--- config.mk ---
export PLATFORM = sky130hd
export DESIGN_NAME = gate_eval_arbiter
export DESIGN_NICKNAME = d
export VERILOG_FILES = /design/src/rtl/gate_eval_arbiter.sv
export SDC_FILE = /design/constraint.sdc
export NUM_CORES = 1
export LEC_CHECK = 0
export ABC_AREA = 1
export BUFFER_PORTS_ARGS = -buffer_cell sky130_fd_sc_hd__buf_2
export CAP_MARGIN = 0
export CORE_MARGIN = 2
export CORE_UTILIZATION = 46
export CTS_CLUSTER_SIZE = 20
export DETAILED_ROUTE_END_ITERATION = 6
export PLACE_DENSITY = 0.76
export SYNTH_ARGS = -nofsm -noshare
export SYNTH_HDL_FRONTEND = slang
export SYNTH_SLANG_ARGS = --single-unit
--- constraint.sdc ---
create_clock -name clk -period 1.75 [get_ports clk]
set_input_delay 0.175 -clock clk [delete_from_list [all_inputs] [get_ports clk]]
set_output_delay 0.175 -clock clk [all_outputs]
set_load 0.005 [all_outputs]
--- src/rtl/gate_eval_arbiter.sv ---
// gate_eval_arbiter
//
// Round-robin arbiter in front of a single shared bitwise gate evaluator.
// One request is accepted from IDLE, evaluated in EVAL and presented in RESP
// until the consumer takes it, giving a minimum of three cycles per transaction.
//
// Parameters:
//   NREQ - number of requesters (2..8)
//   W    - operand/result width
//
// Ports:
//   clk        - clock, rising edge
//   rst_n      - synchronous active-low reset
//   req_valid  - per-requester request valid
//   req_ready  - per-requester accept strobe (one-hot or zero, IDLE only)
//   req_op     - per-requester opcode, requester i at [3i+2:3i]
//   req_a      - per-requester operand A, requester i at [Wi+W-1:Wi]
//   req_b      - per-requester operand B, requester i at [Wi+W-1:Wi]
//   rsp_valid  - result valid (RESP only)
//   rsp_ready  - result consumer ready
//   rsp_id     - index of the served requester
//   rsp_data   - gate result
//   busy       - high whenever not in IDLE
//   grant_cnt  - per-requester saturating accept counters, 8 bits each
//                (present only when GATE_EVAL_ARBITER_STATS_EN is defined)
//
// Opcodes: 0 BUF A, 1 NOT A, 2 AND, 3 NAND, 4 OR, 5 NOR, 6 XOR, 7 XNOR.

module gate_eval_arbiter #(
   parameter int NREQ = 4,
   parameter int W    = 8
) (
   input  logic                     clk,
   input  logic                     rst_n,
   input  logic [NREQ-1:0]          req_valid,
   output logic [NREQ-1:0]          req_ready,
   input  logic [3*NREQ-1:0]        req_op,
   input  logic [W*NREQ-1:0]        req_a,
   input  logic [W*NREQ-1:0]        req_b,
   output logic                     rsp_valid,
   input  logic                     rsp_ready,
   output logic [$clog2(NREQ)-1:0]  rsp_id,
   output logic [W-1:0]             rsp_data,
   output logic                     busy
`ifdef GATE_EVAL_ARBITER_STATS_EN
   ,
   output logic [8*NREQ-1:0]        grant_cnt
`endif
);

   localparam int IDW = $clog2(NREQ);

   localparam logic [1:0] IDLE = 2'd0;
   localparam logic [1:0] EVAL = 2'd1;
   localparam logic [1:0] RESP = 2'd2;

   logic [1:0]     state_q, state_d;
   logic [IDW-1:0] rr_ptr_q;
   logic [IDW-1:0] win_idx;
   logic           win_found;
   logic           accept;
   logic [2:0]     op_q;
   logic [W-1:0]   a_q, b_q;
   logic [W-1:0]   eval_res;

   // Round-robin search starting at rr_ptr_q, wrapping at NREQ (not a power of two
   // in general, so the wrap is an explicit subtract rather than a truncation).
   always_comb begin
      int idx;
      win_found = 1'b0;
      win_idx   = '0;
      idx       = 0;
      for (int k = 0; k < NREQ; k++) begin
         idx = int'(rr_ptr_q) + k;
         if (idx >= NREQ) idx = idx - NREQ;
         if (!win_found && req_valid[idx]) begin
            win_found = 1'b1;
            win_idx   = IDW'(idx);
         end
      end
   end

   // Gated by rst_n so no strobe escapes while reset is asserted.
   assign accept = rst_n && (state_q == IDLE) && win_found;

   always_comb begin
      req_ready = '0;
      if (accept) req_ready[win_idx] = 1'b1;
   end

   always_comb begin
      state_d = state_q;
      case (state_q)
         IDLE:    if (accept) state_d = EVAL;
         EVAL:    state_d = RESP;
         RESP:    if (rsp_ready) state_d = IDLE;
         default: state_d = IDLE;
      endcase
   end

   // Plain four-state operators so x/z operand bits propagate naturally.
   always_comb begin
      eval_res = a_q;
      case (op_q)
         3'd0: eval_res = a_q;
         3'd1: eval_res = ~a_q;
         3'd2: eval_res = a_q & b_q;
         3'd3: eval_res = ~(a_q & b_q);
         3'd4: eval_res = a_q | b_q;
         3'd5: eval_res = ~(a_q | b_q);
         3'd6: eval_res = a_q ^ b_q;
         3'd7: eval_res = ~(a_q ^ b_q);
         default: eval_res = a_q;
      endcase
   end

   always_ff @(posedge clk) begin
      if (!rst_n) begin
         state_q  <= IDLE;
         rr_ptr_q <= '0;
         op_q     <= '0;
         a_q      <= '0;
         b_q      <= '0;
         rsp_id   <= '0;
         rsp_data <= '0;
      end else begin
         state_q <= state_d;
         if (accept) begin
            op_q     <= req_op[3*win_idx +: 3];
            a_q      <= req_a[W*win_idx +: W];
            b_q      <= req_b[W*win_idx +: W];
            rsp_id   <= win_idx;
            rr_ptr_q <= (win_idx == IDW'(NREQ - 1)) ? '0 : win_idx + 1'b1;
         end
         if (state_q == EVAL) rsp_data <= eval_res;
      end
   end

   assign rsp_valid = (state_q == RESP);
   assign busy      = (state_q != IDLE);

`ifdef GATE_EVAL_ARBITER_STATS_EN
   always_ff @(posedge clk) begin
      if (!rst_n) begin
         grant_cnt <= '0;
      end else begin
         for (int i = 0; i < NREQ; i++) begin
            if (accept && (win_idx == IDW'(i)) && (grant_cnt[8*i +: 8] != 8'hFF)) begin
               grant_cnt[8*i +: 8] <= grant_cnt[8*i +: 8] + 8'd1;
            end
         end
      end
   end
`endif

endmodule

Word level (Yosys, flattened, before mapping)
Index checks and enable logic that the tools add are counted.

Register bits: 33. Input bits: 83.

Reductions and logical operators: 13. Magnitude comparators: 10. Mux-type cells: 32. Equal/unequal tests: 12. Multiply operators: 1. Shift-type cells: 3. Bitwise logic cells: 7. Add/subtract/negate cells: 8.

Operator list (number): less-than comparator 32 x 4 -> 1 bit (second input constant) (4); two-way mux 32 bit (4); case mux 8 bit (8 select lines) (1); variable part select 32 x 6 -> 8 bit (2); inverter 8 bit (4); two-way mux 2 bit (7); two-way mux 1 bit (13); equality test 3 bit (second input constant) (4); variable part select 12 x 5 -> 3 bit (1); subtractor 3 x 3 -> 4 bit (second input constant) (3); >= comparator 3 bit (second input constant) (3); AND 8 bit (1); binary-select mux 1 bit (select 2 bit) (4); OR 8 bit (1); bitwise XOR 8 bit (1); adder 2 x 2 -> 3 bit (second input constant) (2); equality test 3 x 2 -> 1 bit (second input constant) (2); logical AND 1 bit (6); case mux 2 bit (3 select lines) (1); equality test 2 bit (second input constant) (2); multiplier 2 x 2 -> 4 bit (first input constant) (1); two-way mux 4 bit (1); subtractor 2 x 3 -> 4 bit (second input constant) (1); adder 2 x 1 -> 3 bit (second input constant) (1); other kinds (14) (16).

Longest topological paths before layout
Gate-level depths: netlist of run 1.

Depth after elaboration: 20. Depth in mapped cells: 16. Depth with buffers taken out: 14.

Least setup slack after synthesis of run 1
OpenSTA, ideal clock, no wires.

Path type: flip-flop to flip-flop. From: register rr_ptr_q[0]. To: register rr_ptr_q[1]. Data required time: 1631 ps. Arrival time: 1798 ps. Setup slack: -167 ps. Cell stages (with the launch flop): 14. Cell sequence: dfxtp_1 > buf_6 > inv_6 > nand2_1 > nand2_2 > nor2_1 > nor2_1 > nand3_4 > nand3_4 > inv_2 > buf_6 > ha_1 > o21ai_0 > a21oi_1.

Cells in the longest elaborated chain, start to end: 17. Elaborated cells on any way between the ends: 45.

Ends and longest elaborated chain: start: declaration (RTL line 58) `logic [IDW-1:0] rr_ptr_q;`; start signal: assignment (RTL line 133) `rr_ptr_q <= (win_idx == IDW'(NREQ - 1)) ? '0 : win_idx + 1'b1;`; branches (longest 17 deep; another with subtractor 3 x 3 -> 4 bit).

Parallel ways; which one is timed is not known. The select of a mux whose other input is x is not followed. A chain may end at the register's enable or synchronous reset.

Worst setup path after layout of run 1
From: register rr_ptr_q[0]. To: output port req_ready[1].

Cells in the longest elaborated chain, start to end: 20. Elaborated cells on any way between the ends: 48.

Ends and longest elaborated chain: branches (longest 19 deep; another with subtractor 3 x 3 -> 4 bit); two-way mux 4 bit (*) (RTL line 88) `if (accept) req_ready[win_idx] = 1'b1;`; end: declaration (RTL line 36) `output logic [NREQ-1:0] req_ready,`.

Mark *: on every way between the ends. The select of a mux whose other input is x is not followed.

==> run_results.csv, run 1 <==
group,metric,value,unit
outcome,outcome,"complete, but fails checks",
outcome,violations,"setup timing",
clock_network,cts_hold_buf,0,
finish,final_cell_mix,"125 x nand2_1, 100 x buf_2, 41 x nand3_1",
sta,fin_skew,17.7,ps
floorplan,rows,28,
route,drt_first_iter_violations,338,
sta,setup_violations,27,
finish,diodes,0,
route,vias,3820,
yosys,syn_nets,559,
finish,seq_area,668,sq um
finish,n_fill_cell,445,
setup_path,cp-start-kind,"register",
yosys,synth_top_cell_by_area,"dfxtp_1",
yosys,synth_fa_ha_area_share,7.55,%
sta,tns,-8380,ps
floorplan,core,0.00592,sq mm
pwr,leakage,2.22,nW
yosys,yosysTopAreaCellShare,23.4,%
yosys,ys_seq_area_share,23.4,%
floorplan,ios,99,
yosys,ys_warn_count,0,
yosys,synthXorXnorAreaFrac,0,%
yosys,syn_avg_cell_area,6.14,sq um
global_route,grt_overflow,0,
hold_path,hold_path.class,"input pin to register",
sta,fin_crit_sh,129,%
floorplan,dieArea,0.00677,sq mm
yosys,synth_top_family_by_area,"simple AND/OR/NAND/NOR gates",
finish,layout_commonest_cell,"nand2_1",
clock_network,cts_buffers,5,
clock_network,insertion_delay,300,ps
clock_network,cts_sinks,33,
finish,layout-drive-gt1-share,40.6,%
yosys,synth-compound-area-share,12.5,%
place,dp_hpwl,6750,um
route,ant_nets,0,
sta,setup_slack,-501,ps
route,wl_per_cell,15.8,um
global_route,grt_usage,29.3,%
setup_path,cp-startpoint,"rr_ptr_q[0]",
clock_network,clockBufferDepth,2,
setup_path,r2r-end,"b_q[4]",
job,cap_violations,0,
sta,slew_violations,0,
sta,worst_slew_pin_slew,403,ps
setup_path,critPathMaxFanout,6,
setup_path,crit_end,"req_ready[1]",
pwr,pwr_density_cell,2170,mW/mm^2
yosys,synth.distinct_cells,28,
pwr,total_power,9.38,mW
route,dr.pass1.iters,5,
yosys,synth_seq_cells,33,
global_route,grt_pass1_wl,15400,um
global_route,grt_max_degree,20,
setup_path,r2r-start,"rr_ptr_q[0]",
setup_path,cp.required,1570,ps
floorplan,die_w,82.3,um
place,place_congestion,1.05,
route,viasPerCell,5.63,
place,io_buffers,98,
setup_path,path_class,"register to primary output",
yosys,synthMuxAreaShare,0,%
sta,slew-limit-headroom,73.0,%
yosys,syn_inst,459,
sta,period_needed,2250,ps
clock_network,clk_pin_slew_worst_paths,90,ps
route,drt-total-wl,10700,um
route,drcViolationCount,0,
yosys,synth.cell_area,0.00282,sq mm
setup_path,reg2reg_depth,14,
finish,multi_input_area,0.00212,sq mm
clock_network,ctsHtreeMaxLevel,2,
setup_path,cp-end-kind,"primary output",
setup_path,crit_arrival,2080,ps
global_route,antenna_found_initial,0,
floorplan,start_util,47.6,%
sta,clock.fmax,444,MHz
setup_path,r2r_setup_slack,-410,ps
sta,rsz0062_at_grt,"yes",
floorplan,die_y,82.3,um
global_route,grt_pass1_vias,3308,
pwr,ir_drop,0.00140,V
yosys,netlist_top_cells_area,"dfxtp_1 23%, nand2_1 21%, nand3_1 9.6%",
finish,nets,702,
clock_network,cts_root_buf,"clkbuf_8",
yosys,synthSimpleGateAreaFrac,44.9,%
sta,finalHoldViolations,0,
finish,syn2layout_area_growth,53.3,%
clock_network,cts_tree,"yes",
==> per-stage QoR <==
step / cells / util, % / setup WS, ps / hold slack, ps / area [sq um]
3_5_place_dp: 645 / 60.2 / -160 / 441 / 3570
6_report: 678 / 73.0 / -501 / 137 / 4320
4_1_cts: 672 / 69.5 / -312 / 139 / 4120
5_1_grt: 678 / 73.0 / -557 / 164 / 4320
3_3_place_gp: 645 / 60.2 / -66.3 / 442 / 3570
2_1_floorplan: 459 / - / -22.6 / 313 / 2850
==> sequential cells by signal (all words and copies together), names as in the netlist <==
register / cells
op_q: 3
rr_ptr_q: 2
state_q: 2
b_q: 8
rsp_id: 2
a_q: 8
rsp_data: 8
==> worst max-delay path: stages, from the launching register on <==
cell and delay (ps):
dfxtp_4 400, buf_6 150, nand2_1 70, nand2_2 90
nand2_1 100, nand2_1 70, nand2_2 80, nand2_2 60
nand2_4 80, buf_12 100, nand2_2 80, inv_2 80
nand2_2 60, nor2_1 180, buf_2 170
==> synthesized netlist by cell type <==
| cell type | number |
|---|---|
| a21oi_1 | 14 |
| o21ai_0 | 18 |
| inv_2 | 5 |
| clkbuf_1 | 4 |
| buf_6 | 8 |
| or2_2 | 1 |
| o211ai_1 | 7 |
| nor2_4 | 3 |
| dfxtp_1 | 33 |
| nor3_1 | 5 |
| o2111ai_1 | 1 |
| nor2_1 | 43 |
| inv_1 | 41 |
| buf_2 | 7 |
| o31ai_1 | 5 |
| o221ai_1 | 7 |
| inv_6 | 1 |
| nand3_1 | 54 |
| nand2_2 | 2 |
| o22ai_1 | 2 |
| nand2_4 | 2 |
| nand3_4 | 2 |
| buf_4 | 1 |
| nand3_2 | 1 |
| ha_1 | 17 |
| nand4_1 | 17 |
| nand2_1 | 155 |
| a31oi_1 | 3 |
==> worst min path at each step <==
stage | cells past startpoint | start | slack (ps) | end
after detailed placement | 4 | rsp_ready | 440 | state_q[1]
after floorplan | 2 | rst_n | 310 | rsp_data[0]
after global placement | 4 | rsp_ready | 440 | state_q[1]
after global routing | 3 | req_a[28] | 160 | a_q[4]
after CTS | 4 | rsp_ready | 140 | state_q[1]
final | 3 | req_a[28] | 140 | a_q[4]
==> per-layer routing <==
metal,GRT usage [%],part of all wire (%),wire [um],vias to the layer above
met2,50.8,48,5170,250
met3,4.35,8.4,904,52
met4,8.33,4.1,437,0
met1,37.5,39,4200,1711
met5,0,0,0,-
li1,-,-,-,1807
==> layout make-up <==
type | instances | area share, %
Clock inverter | 2 | 0.869
Tap cell | 75 | 2.17
Sequential cell | 33 | 15.5
Clock buffer | 6 | 1.91
Timing Repair Buffer | 156 | 26.0
Inverter | 47 | 4.57
Multi-Input combinational cell | 359 | 49.0
==> power breakdown <==
group | total (mW) | switching (mW) | leakage, nW | internal (mW)
Clock | 0.785 | 0.322 | 0.0574 | 0.463
Combinational | 7.23 | 3.87 | 1.89 | 3.36
Sequential | 1.36 | 0.289 | 0.275 | 1.07
Total | 9.38 | 4.48 | 2.22 | 4.90
==> logic make-up after synthesis <==
kind of cell    Yosys count
compound gates           57
fa+ha+maj                17
buf+inv                  67
flops                    33
simple gates            285
==> what timing repair did <==
action | 4_1_cts | 5_1_grt
pin swaps | 20 | 19
setup buffers | 13 | 5
gates resized for setup | 53 | 43
cloned | 6 | 1
endpoints found under the setup margin | 25 | 32
Power figures use the tool's default switching activity.
==> inputs of run 2 (changes only) <==
--- a/config.mk
+++ b/config.mk
@@ -9,10 +9,11 @@
 export BUFFER_PORTS_ARGS = -buffer_cell sky130_fd_sc_hd__buf_2
 export CAP_MARGIN = 0
 export CORE_MARGIN = 2
-export CORE_UTILIZATION = 46
+export CORE_UTILIZATION = 51
 export CTS_CLUSTER_SIZE = 20
 export DETAILED_ROUTE_END_ITERATION = 6
-export PLACE_DENSITY = 0.76
+export PLACE_DENSITY = 0.8
+export RECOVER_POWER = 25
 export SYNTH_ARGS = -nofsm -noshare
 export SYNTH_HDL_FRONTEND = slang
 export SYNTH_SLANG_ARGS = --single-unit
==> constraint.sdc (replaced) <==
create_clock -name clk -period 2.54 [get_ports clk]
set_input_delay 0.254 -clock clk [delete_from_list [all_inputs] [get_ports clk]]
set_output_delay 0.254 -clock clk [all_outputs]
set_load 0.005 [all_outputs]
==> run 2 against run 1 <==
Cell count down 6.6%; total power shrank 55%; setup slack better by 700 ps; combinational power down 60%; critical path type unchanged; via count down 12%; the run now ends clean.
==> run_results.csv, run 2 (synthesis results as in run 1) <==
group,metric,value,unit
finish,layout_commonest_cell,"nand2_1",
hold_path,hold_start,"req_a[28]",
global_route,antenna_found_initial,0,
setup_path,reg2reg_depth,13,
setup_path,worst-path-stages,13,
setup_path,critPathMaxFanout,21,
pwr,total_power,4.25,mW
clock_network,ctsHtreeMaxLevel,2,
sta,period_needed,2340,ps
place,io_buffers,98,
setup_path,cpLargestDelayFamily,"simple AND/OR/NAND/NOR gates",
setup_path,cp.required,2290,ps
setup_path,cpMostUsedCell,"nand2_1",
setup_path,cp_slowest_cell,"dfxtp_4",
hold_path,hold_depth,3,
route,viasPerCell,5.33,
finish,final_cell_mix,"155 x nand2_1, 96 x buf_2, 54 x nand3_1",
setup_path,crit_buf_inv,4,
clock_network,cts_buffers,5,
setup_path,r2r-start,"rr_ptr_q[0]",
floorplan,rows,27,
route,drt-total-wl,8210,um
floorplan,die_y,78.3,um
sta,slew-limit-headroom,66.2,%
route,dr.pass1.iters,4,
sta,clock.fmax,427,MHz
outcome,outcome,"completed",
route,ant_nets,0,
global_route,grt_pass1_vias,3048,
floorplan,dieArea,0.00614,sq mm
sta,setup_slack,196,ps
route,wl_per_cell,13.0,um
finish,largestRegisters,"a_q: 8 flops, b_q: 8 flops, rsp_data: 8 flops",
finish,diodes,0,
route,drt_first_iter_violations,209,
clock_network,cts_root_buf,"clkbuf_8",
sta,fin_skew,7.26,ps
place,place_congestion,0.950,
finish,postLayoutCoreUtil,64.4,%
global_route,grt_pass1_wl,13300,um
clock_network,insertion_delay,290,ps
sta,rsz0062_at_grt,"no",
sta,fin_crit_sh,92.3,%
job,cap_violations,0,
clock_network,clockBufferDepth,2,
floorplan,core,0.00541,sq mm
finish,syn2layout_area_growth,23.6,%
finish,layout-drive-gt1-share,24.8,%
setup_path,crit_arrival,2090,ps
finish,design_area,0.00348,sq mm
clock_network,cts_hold_buf,0,
sta,worst_slew_pin_slew,508,ps
floorplan,die_w,78.3,um
global_route,grt_max_degree,41,
setup_path,cp-end-kind,"primary output",
finish,nets,661,
route,drcViolationCount,0,
setup_path,cp-startpoint,"rr_ptr_q[0]",
global_route,grt_overflow,0,
sta,slew_violations,0,
place,dp_hpwl,6190,um
finish,n_fill_cell,497,
sta,setup_violations,0,
setup_path,path_cells,"inv_6, nand2_1, nand3_1, nand2_1, nand2_1, nand2_1, nand2_4, nand3_4, inv_6, ha_1, inv_1, nor2_1, buf_2",
sta,finalHoldViolations,0,
pwr,pwr_density_cell,1220,mW/mm^2
place,pre_cts_slack,153,ps
finish,stdcell_count,633,
pwr,ir_drop,0.000743,V
hold_path,hold_path.class,"input pin to register",
floorplan,ios,99,
place,dp_cells,620,
setup_path,r2r_setup_slack,440,ps
setup_path,path_class,"register to primary output",
setup_path,cp-start-kind,"register",
place,placed_area,0.00333,sq mm
clock_network,cts_tree,"yes",
global_route,grt_usage,26.7,%
setup_path,slowest_delay,390,ps
clock_network,clk_pin_slew_worst_paths,70,ps
route,vias,3377,
clock_network,cts_sinks,33,
pwr,leakage,1.85,nW
floorplan,start_util,52.2,%
[run 2: changes by cell type in the layout (fill, tap and decap cells not counted), moves of 8 or more]
| cell | delta |
|---|---|
| buf_4 | -22 |
| buf_6 | -8 |
| nand2_1 | +30 |
| nand2_2 | -24 |
| nand3_1 | +13 |
| nand3_2 | -11 |
| nor2_1 | +10 |
[run 2: stage by stage]
stage	hold WS, ps	TNS (ps)
global placement	449	0
detailed placement	454	0
finish	219	0
floorplan	392	0
global route	266	0
CTS	218	-2.83
[run 2: final timing paths]
check | to
setup / recovery | req_ready[3]
hold / removal | a_q[4]
setup reg to reg | b_q[1]
hold reg to reg | rsp_data[5]
[run 2: cell type report]
type | instances | area [sq um] | area share, %
multi-input cells | 359 | 1840 | 52.8
inverters | 47 | 190 | 5.46
flip-flops and latches | 33 | 666 | 19.1
clock buffers | 7 | 86.3 | 2.48
well taps | 72 | 90.1 | 2.59
repair buffers | 115 | 613 | 17.6
[run 2: per-layer routing]
layer / global-route usage, % / part of all wire [%] / vias up
li1: - / - / 1720
met1: 33.0 / 45 / 1519
met2: 48.2 / 48 / 127
met3: 2.53 / 5.7 / 11
met4: 9.30 / 1.8 / 0
met5: 0 / 0 / -
[run 2: worst min-delay path, delay by kind of cell]
| kind | cells | cell delay, ps |
|---|---|---|
| compound gates | 1 | 80 |
| buf+inv | 1 | 70 |
| simple gates | 1 | 70 |
[run 2: where the power goes]
| group | internal (mW) | switching [mW] |
|---|---|---|
| clock network | 0.215 | 0.193 |
| registers | 0.738 | 0.199 |
| logic | 1.04 | 1.86 |
| total | 1.99 | 2.26 |
[run 2: what timing repair did]
item | in CTS | in global routing
setup buffers | 0 | 6
resized for setup | 4 | 3
gates cloned | 0 | 0
pin swaps | 0 | 1
endpoints found under the setup margin | 4 | 4
==> inputs of run 3 (changes only) <==
--- a/config.mk
+++ b/config.mk
@@ -12,6 +12,7 @@
 export CORE_UTILIZATION = 51
 export CTS_CLUSTER_SIZE = 20
 export DETAILED_ROUTE_END_ITERATION = 6
+export MAX_ROUTING_LAYER = met4
 export PLACE_DENSITY = 0.8
 export RECOVER_POWER = 25
 export SYNTH_ARGS = -nofsm -noshare
==> run 3 against run 2 <==
Worst hold slack better by 0.92 ps; first-iteration DRC count unchanged; clock-buffer cell count unchanged.
==> run_results.csv, run 3 (synthesis results as in run 1) <==
group,metric,value,unit
outcome,outcome,"completed",
clock_network,cts_buffers,5,
route,viasPerCell,5.35,
clock_network,insertion_delay,290,ps
sta,worst_slew_pin_slew,476,ps
finish,final_cell_mix,"155 x nand2_1, 96 x buf_2, 54 x nand3_1",
pwr,pwr_density_cell,1220,mW/mm^2
place,dp_hpwl,6190,um
setup_path,cp-end-kind,"primary output",
floorplan,start_util,52.2,%
clock_network,cts_sinks,33,
finish,layout_commonest_cell,"nand2_1",
pwr,ir_drop,0.000745,V
sta,clock.fmax,426,MHz
route,drcViolationCount,0,
sta,slew-limit-headroom,68.3,%
sta,rsz0062_at_grt,"no",
floorplan,dieArea,0.00614,sq mm
place,dp_cells,620,
route,wl_per_cell,12.9,um
hold_path,hold_path.class,"input pin to register",
finish,diodes,0,
route,dr.pass1.iters,5,
finish,n_fill_cell,497,
route,vias,3384,
clock_network,clockBufferDepth,2,
clock_network,clk_pin_slew_worst_paths,70,ps
finish,layout-drive-gt1-share,24.8,%
global_route,grt_max_degree,41,
place,placed_area,0.00333,sq mm
sta,fin_skew,7.45,ps
setup_path,cp-start-kind,"register",
place,io_buffers,98,
setup_path,critPathMaxFanout,21,
floorplan,core,0.00541,sq mm
floorplan,die_y,78.3,um
sta,slew_violations,0,
finish,syn2layout_area_growth,23.6,%
setup_path,path_class,"register to primary output",
route,drt_first_iter_violations,209,
global_route,grt_pass1_wl,13300,um
route,drt-total-wl,8160,um
sta,setup_violations,0,
clock_network,cts_root_buf,"clkbuf_8",
floorplan,die_w,78.3,um
setup_path,cp.required,2290,ps
clock_network,ctsHtreeMaxLevel,2,
finish,design_area,0.00348,sq mm
sta,fin_crit_sh,92.4,%
global_route,grt_pass1_vias,3045,
finish,nets,661,
clock_network,cts_tree,"yes",
floorplan,ios,99,
route,ant_nets,0,
global_route,grt_overflow,0,
sta,period_needed,2350,ps
finish,stdcell_count,633,
global_route,antenna_found_initial,0,
floorplan,rows,27,
finish,largestRegisters,"a_q: 8 flops, b_q: 8 flops, rsp_data: 8 flops",
finish,postLayoutCoreUtil,64.4,%
job,cap_violations,0,
place,place_congestion,0.967,
global_route,grt_usage,27.4,%
sta,finalHoldViolations,0,
pwr,leakage,1.85,nW
setup_path,crit_arrival,2090,ps
-- run 3: timing repair --
item	CTS	global route
pin swaps	0	1
hold buffers	0	0
gates resized for setup	4	3
setup endpoints to repair	4	4
setup buffers	0	6
-- run 3: path summary, 6_finish.rpt --
kind,depth (start not counted),from,slack [ps],end
min reg2reg,2,rsp_data[2],460,rsp_data[2]
max reg2reg,13,rr_ptr_q[0],430,b_q[1]
max,14,rr_ptr_q[1],190,req_ready[3]
min,3,req_a[28],220,a_q[4]
-- run 3: worst max-delay path, stage by stage (launching register included) --
cell and delay (ps):
dfxtp_2 390, inv_2 80, nand2_1 90, nand2_2 80, nand2_1 60, nand2_1 50
nand2_1 80, nand2_1 90, nand2_4 180, nand3_4 120, inv_6 160, ha_1 160
inv_1 40, nor2_1 90, buf_2 120
-- run 3: final cells by class --
| cell class | count | area, sq um | share of cell area, % |
|---|---|---|---|
| tap | 72 | 90.1 | 2.59 |
| multi-input combinational | 359 | 1840 | 52.8 |
| clock buffer | 7 | 86.3 | 2.48 |
| timing repair buffer | 115 | 613 | 17.6 |
| sequential | 33 | 666 | 19.1 |
| inverter | 47 | 190 | 5.46 |
-- run 3: routing by layer --
| layer | up-vias | GRT usage (%) | share of wire (%) |
|---|---|---|---|
| met5 | - | - | 0 |
| met4 | 0 | 9.30 | 1.9 |
| met3 | 15 | 2.30 | 5.6 |
| met2 | 131 | 48.2 | 48 |
| met1 | 1514 | 33.1 | 45 |
| li1 | 1724 | - | - |
-- run 3: through the flow --
stage / TNS [ps] / hold WS, ps / total power, mW / setup slack, ps
floorplan: 0 / 392 / 3.19 / 623
CTS: -2.83 / 218 / 4.16 / -2.83
global placement: 0 / 449 / 3.63 / 240
detailed placement: 0 / 454 / 3.71 / 153
global route: 0 / 266 / 4.69 / 25.1
finish: 0 / 220 / 4.24 / 194
-- run 3: power by group --
part           switching [mW]  internal, mW  leakage [nW]  total (mW)
clock network           0.192         0.215        0.0443       0.407
registers               0.198         0.738         0.275       0.937
logic                    1.86          1.04          1.53        2.89
